File: src/rtl/ram_1p_arbiter.sv
`default_nettype none
// ============================================================================
// Module   : ram_1p_arbiter
// Purpose  : Shares one single-port 32-bit word RAM between the core
//            instruction-fetch port and the core data port. Round-robin
//            arbitration, byte-address to word-index translation,
//            out-of-range error flagging, 1-cycle response pipeline.
// Revision : 1.0 - initial release
// ----------------------------------------------------------------------------
// Parameters
//   AW        RAM word-address width (depth = 2**AW words)
//   MEM_BASE  byte address of RAM word 0
//   MEM_BYTES RAM window size in bytes (<= 4*2**AW, multiple of 4)
// Ports
//   clk_i, rst_ni                  clock, async active-low reset
//   instr_req_i/addr_i             fetch request (read only)
//   instr_gnt/rvalid/rdata/err_o   fetch grant and response
//   data_req/we/be/addr/wdata_i    data request
//   data_gnt/rvalid/rdata/err_o    data grant and response
//   ram_valid/addr/we/wdata_o      RAM access (one per cycle at most)
//   ram_rdata_i                    RAM read data, valid cycle after valid
// ============================================================================
module ram_1p_arbiter #(
  parameter int unsigned AW        = 16,
  parameter logic [31:0] MEM_BASE  = 32'h0000_0000,
  parameter logic [31:0] MEM_BYTES = 32'h0004_0000
) (
  input  logic          clk_i,
  input  logic          rst_ni,

  input  logic          instr_req_i,
  input  logic [31:0]   instr_addr_i,
  output logic          instr_gnt_o,
  output logic          instr_rvalid_o,
  output logic [31:0]   instr_rdata_o,
  output logic          instr_err_o,

  input  logic          data_req_i,
  input  logic          data_we_i,
  input  logic [3:0]    data_be_i,
  input  logic [31:0]   data_addr_i,
  input  logic [31:0]   data_wdata_i,
  output logic          data_gnt_o,
  output logic          data_rvalid_o,
  output logic [31:0]   data_rdata_o,
  output logic          data_err_o,

  output logic          ram_valid_o,
  output logic [AW-1:0] ram_addr_o,
  output logic [3:0]    ram_we_o,
  output logic [31:0]   ram_wdata_o,
  input  logic [31:0]   ram_rdata_i
);

  // Round-robin pointer encoding: which port won the most recent grant.
  localparam logic [0:0] PORT_INSTR = 1'b0;
  localparam logic [0:0] PORT_DATA  = 1'b1;

  // --------------------------------------------------------------------------
  // Arbitration state
  // --------------------------------------------------------------------------
  logic [0:0] last_q, last_d;

  // Response stage
  logic       instr_rvalid_q, instr_rvalid_d;
  logic       data_rvalid_q,  data_rvalid_d;
  logic       err_q,          err_d;
  // Set when the response must carry RAM read data (in-range read).
  logic       rd_q,           rd_d;

  // Combinational grant / access decode
  logic        gnt_instr;
  logic        gnt_data;
  logic        gnt_any;
  logic [31:0] sel_addr;
  logic [31:0] offset;
  logic [31:0] word_idx;
  logic        in_range;
  logic        ram_access;
  logic        is_write;

  // --------------------------------------------------------------------------
  // Grant: a lone requester wins; on a tie the port that did not win last
  // time wins. Both grants are held low while reset is asserted.
  // --------------------------------------------------------------------------
  always_comb begin
    gnt_instr = 1'b0;
    gnt_data  = 1'b0;
    if (rst_ni) begin
      if (instr_req_i && data_req_i) begin
        gnt_instr = (last_q == PORT_DATA);
        gnt_data  = (last_q == PORT_INSTR);
      end else begin
        gnt_instr = instr_req_i;
        gnt_data  = data_req_i;
      end
    end
  end

  assign gnt_any     = gnt_instr | gnt_data;
  assign instr_gnt_o = gnt_instr;
  assign data_gnt_o  = gnt_data;

  always_comb begin
    last_d = last_q;
    if (gnt_instr) begin
      last_d = PORT_INSTR;
    end else if (gnt_data) begin
      last_d = PORT_DATA;
    end
  end

  // --------------------------------------------------------------------------
  // Range check on the granted request. Unsigned 32-bit subtraction makes
  // addresses below MEM_BASE wrap to large offsets, so they fail the compare.
  // --------------------------------------------------------------------------
  assign sel_addr   = gnt_data ? data_addr_i : instr_addr_i;
  assign offset     = sel_addr - MEM_BASE;
  assign in_range   = (offset < MEM_BYTES);
  assign word_idx   = offset >> 2;
  assign ram_access = gnt_any && in_range;
  assign is_write   = gnt_data && data_we_i;

  // Offset bits above the RAM index and the byte lane bits do not address
  // the RAM; fold them into an explicitly unused net.
  generate
    if (AW < 30) begin : g_unused_hi
      logic unused_idx_hi;
      assign unused_idx_hi = ^{word_idx[31:AW], offset[1:0]};
    end else begin : g_unused_lo
      logic unused_idx_lo;
      assign unused_idx_lo = ^offset[1:0];
    end
  endgenerate

  // --------------------------------------------------------------------------
  // RAM drive: all fields are zeroed whenever no access is issued.
  // --------------------------------------------------------------------------
  always_comb begin
    ram_valid_o = 1'b0;
    ram_addr_o  = '0;
    ram_we_o    = 4'b0000;
    ram_wdata_o = 32'h0;
    if (ram_access) begin
      ram_valid_o = 1'b1;
      ram_addr_o  = word_idx[AW-1:0];
      ram_we_o    = is_write ? data_be_i : 4'b0000;
      ram_wdata_o = data_wdata_i;
    end
  end

  // --------------------------------------------------------------------------
  // Response stage next-state: one rvalid per grant, one cycle later.
  // --------------------------------------------------------------------------
  always_comb begin
    instr_rvalid_d = gnt_instr;
    data_rvalid_d  = gnt_data;
    err_d          = gnt_any && !in_range;
    rd_d           = ram_access && !is_write;
  end

  always_ff @(posedge clk_i or negedge rst_ni) begin
    if (!rst_ni) begin
      last_q         <= PORT_DATA;
      instr_rvalid_q <= 1'b0;
      data_rvalid_q  <= 1'b0;
      err_q          <= 1'b0;
      rd_q           <= 1'b0;
    end else begin
      last_q         <= last_d;
      instr_rvalid_q <= instr_rvalid_d;
      data_rvalid_q  <= data_rvalid_d;
      err_q          <= err_d;
      rd_q           <= rd_d;
    end
  end

  // --------------------------------------------------------------------------
  // Response outputs. The RAM read data arrives in the response cycle, so it
  // is steered straight through rather than registered again.
  // --------------------------------------------------------------------------
  assign instr_rvalid_o = instr_rvalid_q;
  assign data_rvalid_o  = data_rvalid_q;
  assign instr_err_o    = instr_rvalid_q && err_q;
  assign data_err_o     = data_rvalid_q  && err_q;
  assign instr_rdata_o  = (instr_rvalid_q && rd_q) ? ram_rdata_i : 32'h0;
  assign data_rdata_o   = (data_rvalid_q  && rd_q) ? ram_rdata_i : 32'h0;

endmodule
`default_nettype wire

File: config.mk
export PLATFORM = sky130hd
export DESIGN_NAME = ram_1p_arbiter
export DESIGN_NICKNAME = d
export VERILOG_FILES = /design/src/rtl/ram_1p_arbiter.sv
export SDC_FILE = /design/constraint.sdc
export NUM_CORES = 1
export LEC_CHECK = 0
export CAP_MARGIN = 10
export CORE_AREA = 2 2 100 102
export CTS_BUF_LIST = sky130_fd_sc_hd__clkbuf_16
export CTS_CLUSTER_DIAMETER = 120
export DETAILED_ROUTE_END_ITERATION = 10
export DIE_AREA = 0 0 102 104
export GPL_ROUTABILITY_DRIVEN = 1
export PLACE_DENSITY = 0.58
export SLEW_MARGIN = 40
export SYNTH_ARGS = -nofsm -noshare
export SYNTH_HDL_FRONTEND = slang
export SYNTH_SLANG_ARGS = --single-unit
File: constraint.sdc
create_clock -name clk_i -period 2.1 [get_ports clk_i]
set_input_delay 0.42 -clock clk_i [delete_from_list [all_inputs] [get_ports clk_i]]
set_output_delay 0.42 -clock clk_i [all_outputs]
set_load 0.02 [all_outputs]
==> results.yml, run 1 <==
run_status:
  violations: "setup timing"
  status: "finished, violations left"
timing:
  fin_crit_ps: 2270
  tightestPinTransition_ps: 267
  setup_ws_ps: -169
  setup_violations: 48
  period_share_pct: 108
  final_hold_viol_count: 0
  fmax_mhz: 441
  whs_ps: 324
  report.final.slew_viol_count: 0
  max_slew_margin_pct: 82.2
  finClkSkew_ps: 0.266
  rsz0062_at_grt: "true"
logic_synthesis:
  synth_area_sq_um: 1230
  synth.distinct_cells: 22
  yosysTopAreaCell: "and3_1"
  netlist_top_cells_area: "and3_1, and2_1, nand2_1, dfrtp_1, a21oi_1"
  ys_warn_count: 0
  synth-async-reset-ratio_pct: 100
  synth.avg_cell_area_sq_um: 6.11
  synth_top_area_share_pct: 32.6
  synthTopCellsByCount: "and3_1, and2_1, nand2_1"
  synth-main-ff-cell: "dfrtp_1"
  synth_seq_cells: 5
  yosysMostFrequentCell: "and3_1"
  seq_area_frac_synth_pct: 10.3
  postSynthNetCount: 338
  synth-edff-count: 0
  synthCells: 201
global_routing:
  grt_max_degree: 65
  grt_pass1_vias: 2325
  grt-ovfl-total: 0
  antenna_found_initial: 0
  grt_usage_pct: 13.8
  grt_pass1_wl_microns: 11800
critical_path:
  end_kind: "output port"
  worstSetupPathType: "primary input to output port"
  cp.arrival_ps: 1850
  path_max_fanout: 6
  critPathRequiredTime_ps: 1680
  worstSetupStartpointType: "primary input"
pwr:
  power_uw: 803
  power_leakage_uw: 0.00263
  power_density_nw_per_um2: 183
  vdd_drop_max_uv: 185
flow_run:
  cap_violations: 0
clock_network:
  numCtsBuffers: 3
  cts_tree: "built"
  insertion_delay_ps: 220
  cts_hold_buf: 0
  h-tree-depth: 1
  clk_pin_slew_ps: 30
  cts-root-buf: "clkbuf_16"
  clockBufferDepth: 2
  clkSinkCount: 5
routing:
  drc: 0
  routed_wl_microns: 8390
  wire_per_inst_microns: 14.1
  drtIter0Drc: 70
  via_per_inst: 4.14
  vias: 2458
  firstDrtPassIters: 4
  ant_nets: 0
floorplan:
  die_h_microns: 104
  initial_core_util_pct: 12.9
  fp.coreArea_sq_um: 9550
  die_area_sq_um: 10600
  fp-row-count: 36
  die_w_microns: 102
  top_level_ports: 260
place:
  place.gp.congestion: 0.845
  dp.cells: 584
  pre_cts_ws_ps: -931
  io_buffers: 255
  hpwl_microns: 6570
finish:
  antennaDiodeCount: 0
  area_delta_synth_final_pct: 258
  final_cells: 594
  layout-drive-gt1-share_pct: 31.7
  final_nets: 599
hold_path:
  hold_class: "primary input to async pin"
[critical path, cell delays in order]
cell	delay (ps)
buf_6	90
nor4_4	270
nand4_1	220
o22a_4	390
clkbuf_16	200
a21oi_4	120
buf_6	130
[cells by family after synthesis]
group	after synthesis	synth area share, %
simple gates	148	67.9
compound gates	24	10.9
flops	5	10.3
buf+inv	24	10.9
[state kept, by name, indices dropped and copies added, names as in the netlist]
signal          flops
data_rvalid_o       1
err_q               1
last_q              1
rd_q                1
instr_rvalid_o      1
[layer usage]
layer	part of all wire [%]	wire length (microns)	global-route usage (%)
met5	0	0	0
met4	0.56	47	3.24
met3	11	920	3.76
met2	56	4730	28.6
met1	32	2690	12.7
[metrics by stage]
stage                     utilization (%)  cell area, sq um  setup TNS [ps]
after floorplan                         -              1230               0
after global placement               41.9              4000          -45960
after detailed placement             41.9              4000          -47150
after CTS                            43.8              4180           -5690
after global routing                 46.0              4400           -9610
final                                46.0              4400           -5120
[timing repair]
| item | 4_1_cts | 5_1_grt |
|---|---|---|
| gates resized for setup | 395 | 81 |
| pin swaps | 28 | 7 |
| setup buffers | 0 | 3 |
| setup endpoints to repair | 57 | 86 |
| gates cloned | 2 | 1 |
[layout by cell type (no fill, tap or decap)]
master,instances
o21ai_0,1
buf_8,2
clkinv_4,1
dlymetal6s2s_1,32
inv_1,3
clkinv_1,1
buf_2,6
nor2_4,1
o22a_4,1
and3_1,64
nand3_1,1
a21oi_4,2
clkdlybuf4s50_1,135
buf_6,45
nor4_1,1
a21oi_1,3
and2_4,26
a31oi_1,1
and2_1,12
o211ai_1,1
nand2_2,1
nand2_1,32
buf_4,23
clkbuf_16,4
clkinv_8,2
a21boi_2,1
dfstp_2,1
nand4_1,2
nor4_2,4
clkbuf_2,7
dfrtp_1,4
nor4_4,1
a21oi_2,14
nor2_1,3
buf_12,4
dlygate4sd2_1,11
clkdlybuf4s15_1,8
[final timing paths]
kind / from / to / slack (ps) / cells past startpoint
max in group asynchronous: rst_ni / last_q$_DFFE_PN1P_ / 1570 / 2
worst max-delay path: data_addr_i[21] / ram_addr_o[10] / -170 / 7
worst min register to register: last_q$_DFFE_PN1P_ / last_q$_DFFE_PN1P_ / 540 / 2
worst min-delay path: rst_ni / instr_rvalid_o$_DFF_PN0_ / 320 / 2
min in group clk_i: data_req_i / last_q$_DFFE_PN1P_ / 470 / 3
worst max register to register: last_q$_DFFE_PN1P_ / rd_q$_DFF_PN0_ / 570 / 5
[where the power goes]
| part | switching (uW) | internal [uW] |
|---|---|---|
| clock | 59.3 | 246 |
| sequential | 8.31 | 108 |
| combinational | 128 | 253 |
| total | 196 | 607 |
[layout make-up]
| cell class | count | area, sq um |
|---|---|---|
| clock inverter | 1 | 3.75 |
| tap | 133 | 166 |
| fill | 961 | 5150 |
| timing repair buffer | 274 | 2810 |
| multi-input combinational | 172 | 1160 |
| clock buffer | 3 | 75.1 |
| sequential | 5 | 126 |
| inverter | 4 | 27.5 |
| timing repair inverter | 2 | 25.0 |
Note: power is estimated with default switching activity, not from simulation.
==> inputs of run 2 (changes only) <==
--- a/config.mk
+++ b/config.mk
@@ -12,7 +12,7 @@
 export DETAILED_ROUTE_END_ITERATION = 10
 export DIE_AREA = 0 0 102 104
 export GPL_ROUTABILITY_DRIVEN = 1
-export PLACE_DENSITY = 0.58
+export PLACE_DENSITY = 0.61
 export SLEW_MARGIN = 40
 export SYNTH_ARGS = -nofsm -noshare
 export SYNTH_HDL_FRONTEND = slang
==> constraint.sdc (replaced) <==
create_clock -name clk_i -period 2.1 [get_ports clk_i]
set_input_delay 0.525 -clock clk_i [delete_from_list [all_inputs] [get_ports clk_i]]
set_output_delay 0.525 -clock clk_i [all_outputs]
set_load 0.02 [all_outputs]
==> results.yml, run 2 (synthesis results as in run 1) <==
global_routing:
  grt_pass1_vias: 2498
  grt_max_degree: 65
  grt-ovfl-total: 0
  antenna_found_initial: 0
  grt_pass1_wl_microns: 12300
  grt_usage_pct: 14.3
critical_path:
  worstSetupPathType: "primary input to output port"
  critPathMaxStageDelay_ps: 330
  cp.arrival_ps: 1870
  critical_path.top_delay_family: "simple AND/OR/NAND/NOR gates"
  cp_cell_sequence: "buf_6 -> nor4_2 -> nand4_1 -> o22a_4 -> buf_12 -> a21oi_4 -> buf_6"
  cp_num_buf_inv: 3
  cp_common_cell: "buf_6"
  worstSetupStartpointType: "primary input"
  critPathRequiredTime_ps: 1570
  end_kind: "output port"
  path_max_fanout: 8
  cpMaxStageDelayCell: "o22a_4"
clock_network:
  clk_pin_slew_ps: 30
  insertion_delay_ps: 220
  cts-root-buf: "clkbuf_16"
  clockBufferDepth: 2
  h-tree-depth: 1
  cts_tree: "built"
  numCtsBuffers: 3
  clkSinkCount: 5
  cts_hold_buf: 0
routing:
  drtIter0Drc: 43
  routed_wl_microns: 8290
  vias: 2483
  wire_per_inst_microns: 14.0
  drc: 0
  ant_nets: 0
  firstDrtPassIters: 4
  via_per_inst: 4.18
run_status:
  status: "finished, violations left"
  violations: "setup timing"
place:
  pre_cts_ws_ps: -1180
  place.gp.congestion: 0.748
  dp.cells: 587
  io_buffers: 255
  hpwl_microns: 6780
pwr:
  combPwrFrac_pct: 49.0
  vdd_drop_max_uv: 276
  sw_frac_of_total_pct: 25.3
  intPower_uw: 614
  power_density_nw_per_um2: 188
  seqPwrFrac_pct: 14.0
  power_uw: 821
  power_leakage_uw: 0.00236
  clkPwrFrac_pct: 37.0
  switching_power_uw: 207
finish:
  mostFrequentLayoutCells: "clkdlybuf4s50_1, dlygate4sd2_1, and3_1, buf_6, nand2_1"
  layout-drive-gt1-share_pct: 35.1
  fillerInstances: 1001
  area_delta_synth_final_pct: 255
  layout_commonest_cell: "clkdlybuf4s50_1"
  final_nets: 599
  antennaDiodeCount: 0
  final_cells: 594
floorplan:
  initial_core_util_pct: 12.9
  fp-row-count: 36
  top_level_ports: 260
  die_h_microns: 104
  fp.coreArea_sq_um: 9550
  die_w_microns: 102
  die_area_sq_um: 10600
timing:
  finClkSkew_ps: 2.92
  setup_violations: 53
  period_share_pct: 114
  max_slew_margin_pct: 82.4
  report.final.slew_viol_count: 0
  fin_crit_ps: 2400
  rsz0062_at_grt: "true"
  tns_ps: -11040
  final_hold_viol_count: 0
  fmax_mhz: 417
  whs_ps: 387
  tightestPinTransition_ps: 262
  setup_ws_ps: -296
flow_run:
  cap_violations: 0
hold_path:
  hold_class: "primary input to async pin"
==> run 2: worst paths after layout <==
check	start	to	slack [ps]	cells after the start
max in group asynchronous	rst_ni	last_q$_DFFE_PN1P_	1520	2
max	instr_addr_i[19]	ram_addr_o[0]	-300	7
max reg2reg	last_q$_DFFE_PN1P_	rd_q$_DFF_PN0_	660	7
min reg2reg	last_q$_DFFE_PN1P_	last_q$_DFFE_PN1P_	690	3
min	rst_ni	instr_rvalid_o$_DFF_PN0_	390	2
min in group clk_i	instr_req_i	last_q$_DFFE_PN1P_	600	3
==> run 2: area by class of cell <==
class / instances / area, sq um / area share [%]
repair buffers: 274 / 2660 / 61.0
inverters: 4 / 27.5 / 0.631
repair inverters: 2 / 25.0 / 0.573
clock buffers: 3 / 75.1 / 1.72
multi-input cells: 172 / 1280 / 29.3
clock inverters: 1 / 3.75 / 0.0860
well taps: 133 / 166 / 3.81
flip-flops and latches: 5 / 126 / 2.90
==> run 2: timing repair <==
item / in CTS / in global routing
endpoints found under the hold margin: 0 / 0
gates cloned: 2 / 0
setup buffers: 1 / 0
endpoints found under the setup margin: 118 / 55
gates resized for setup: 484 / 30
pin swaps: 17 / 8
==> run 2: stage by stage <==
step | utilization [%] | area [sq um]
6_report | 45.7 | 4360
3_5_place_dp | 44.2 | 4220
4_1_cts | 44.8 | 4280
2_1_floorplan | - | 1440
5_1_grt | 45.7 | 4360
3_3_place_gp | 44.2 | 4220
==> run 2: power by group through the flow <==
stage | sequential, uW | combinational, uW | clock, uW
floorplan | 119 | 75.3 | 0
global placement | 116 | 404 | 0
detailed placement | 117 | 408 | 0
CTS | 115 | 404 | 305
global route | 116 | 432 | 321
finish | 115 | 402 | 304
==> run 2: metal layers <==
layer  GRT usage, %  share of wire [%]  up-vias
met3           4.70                 12        8
met4           3.14                1.3        0
met2           28.5                 54      154
met1           13.8                 33     1108
met5              0                  0        -
li1               -                  -     1213
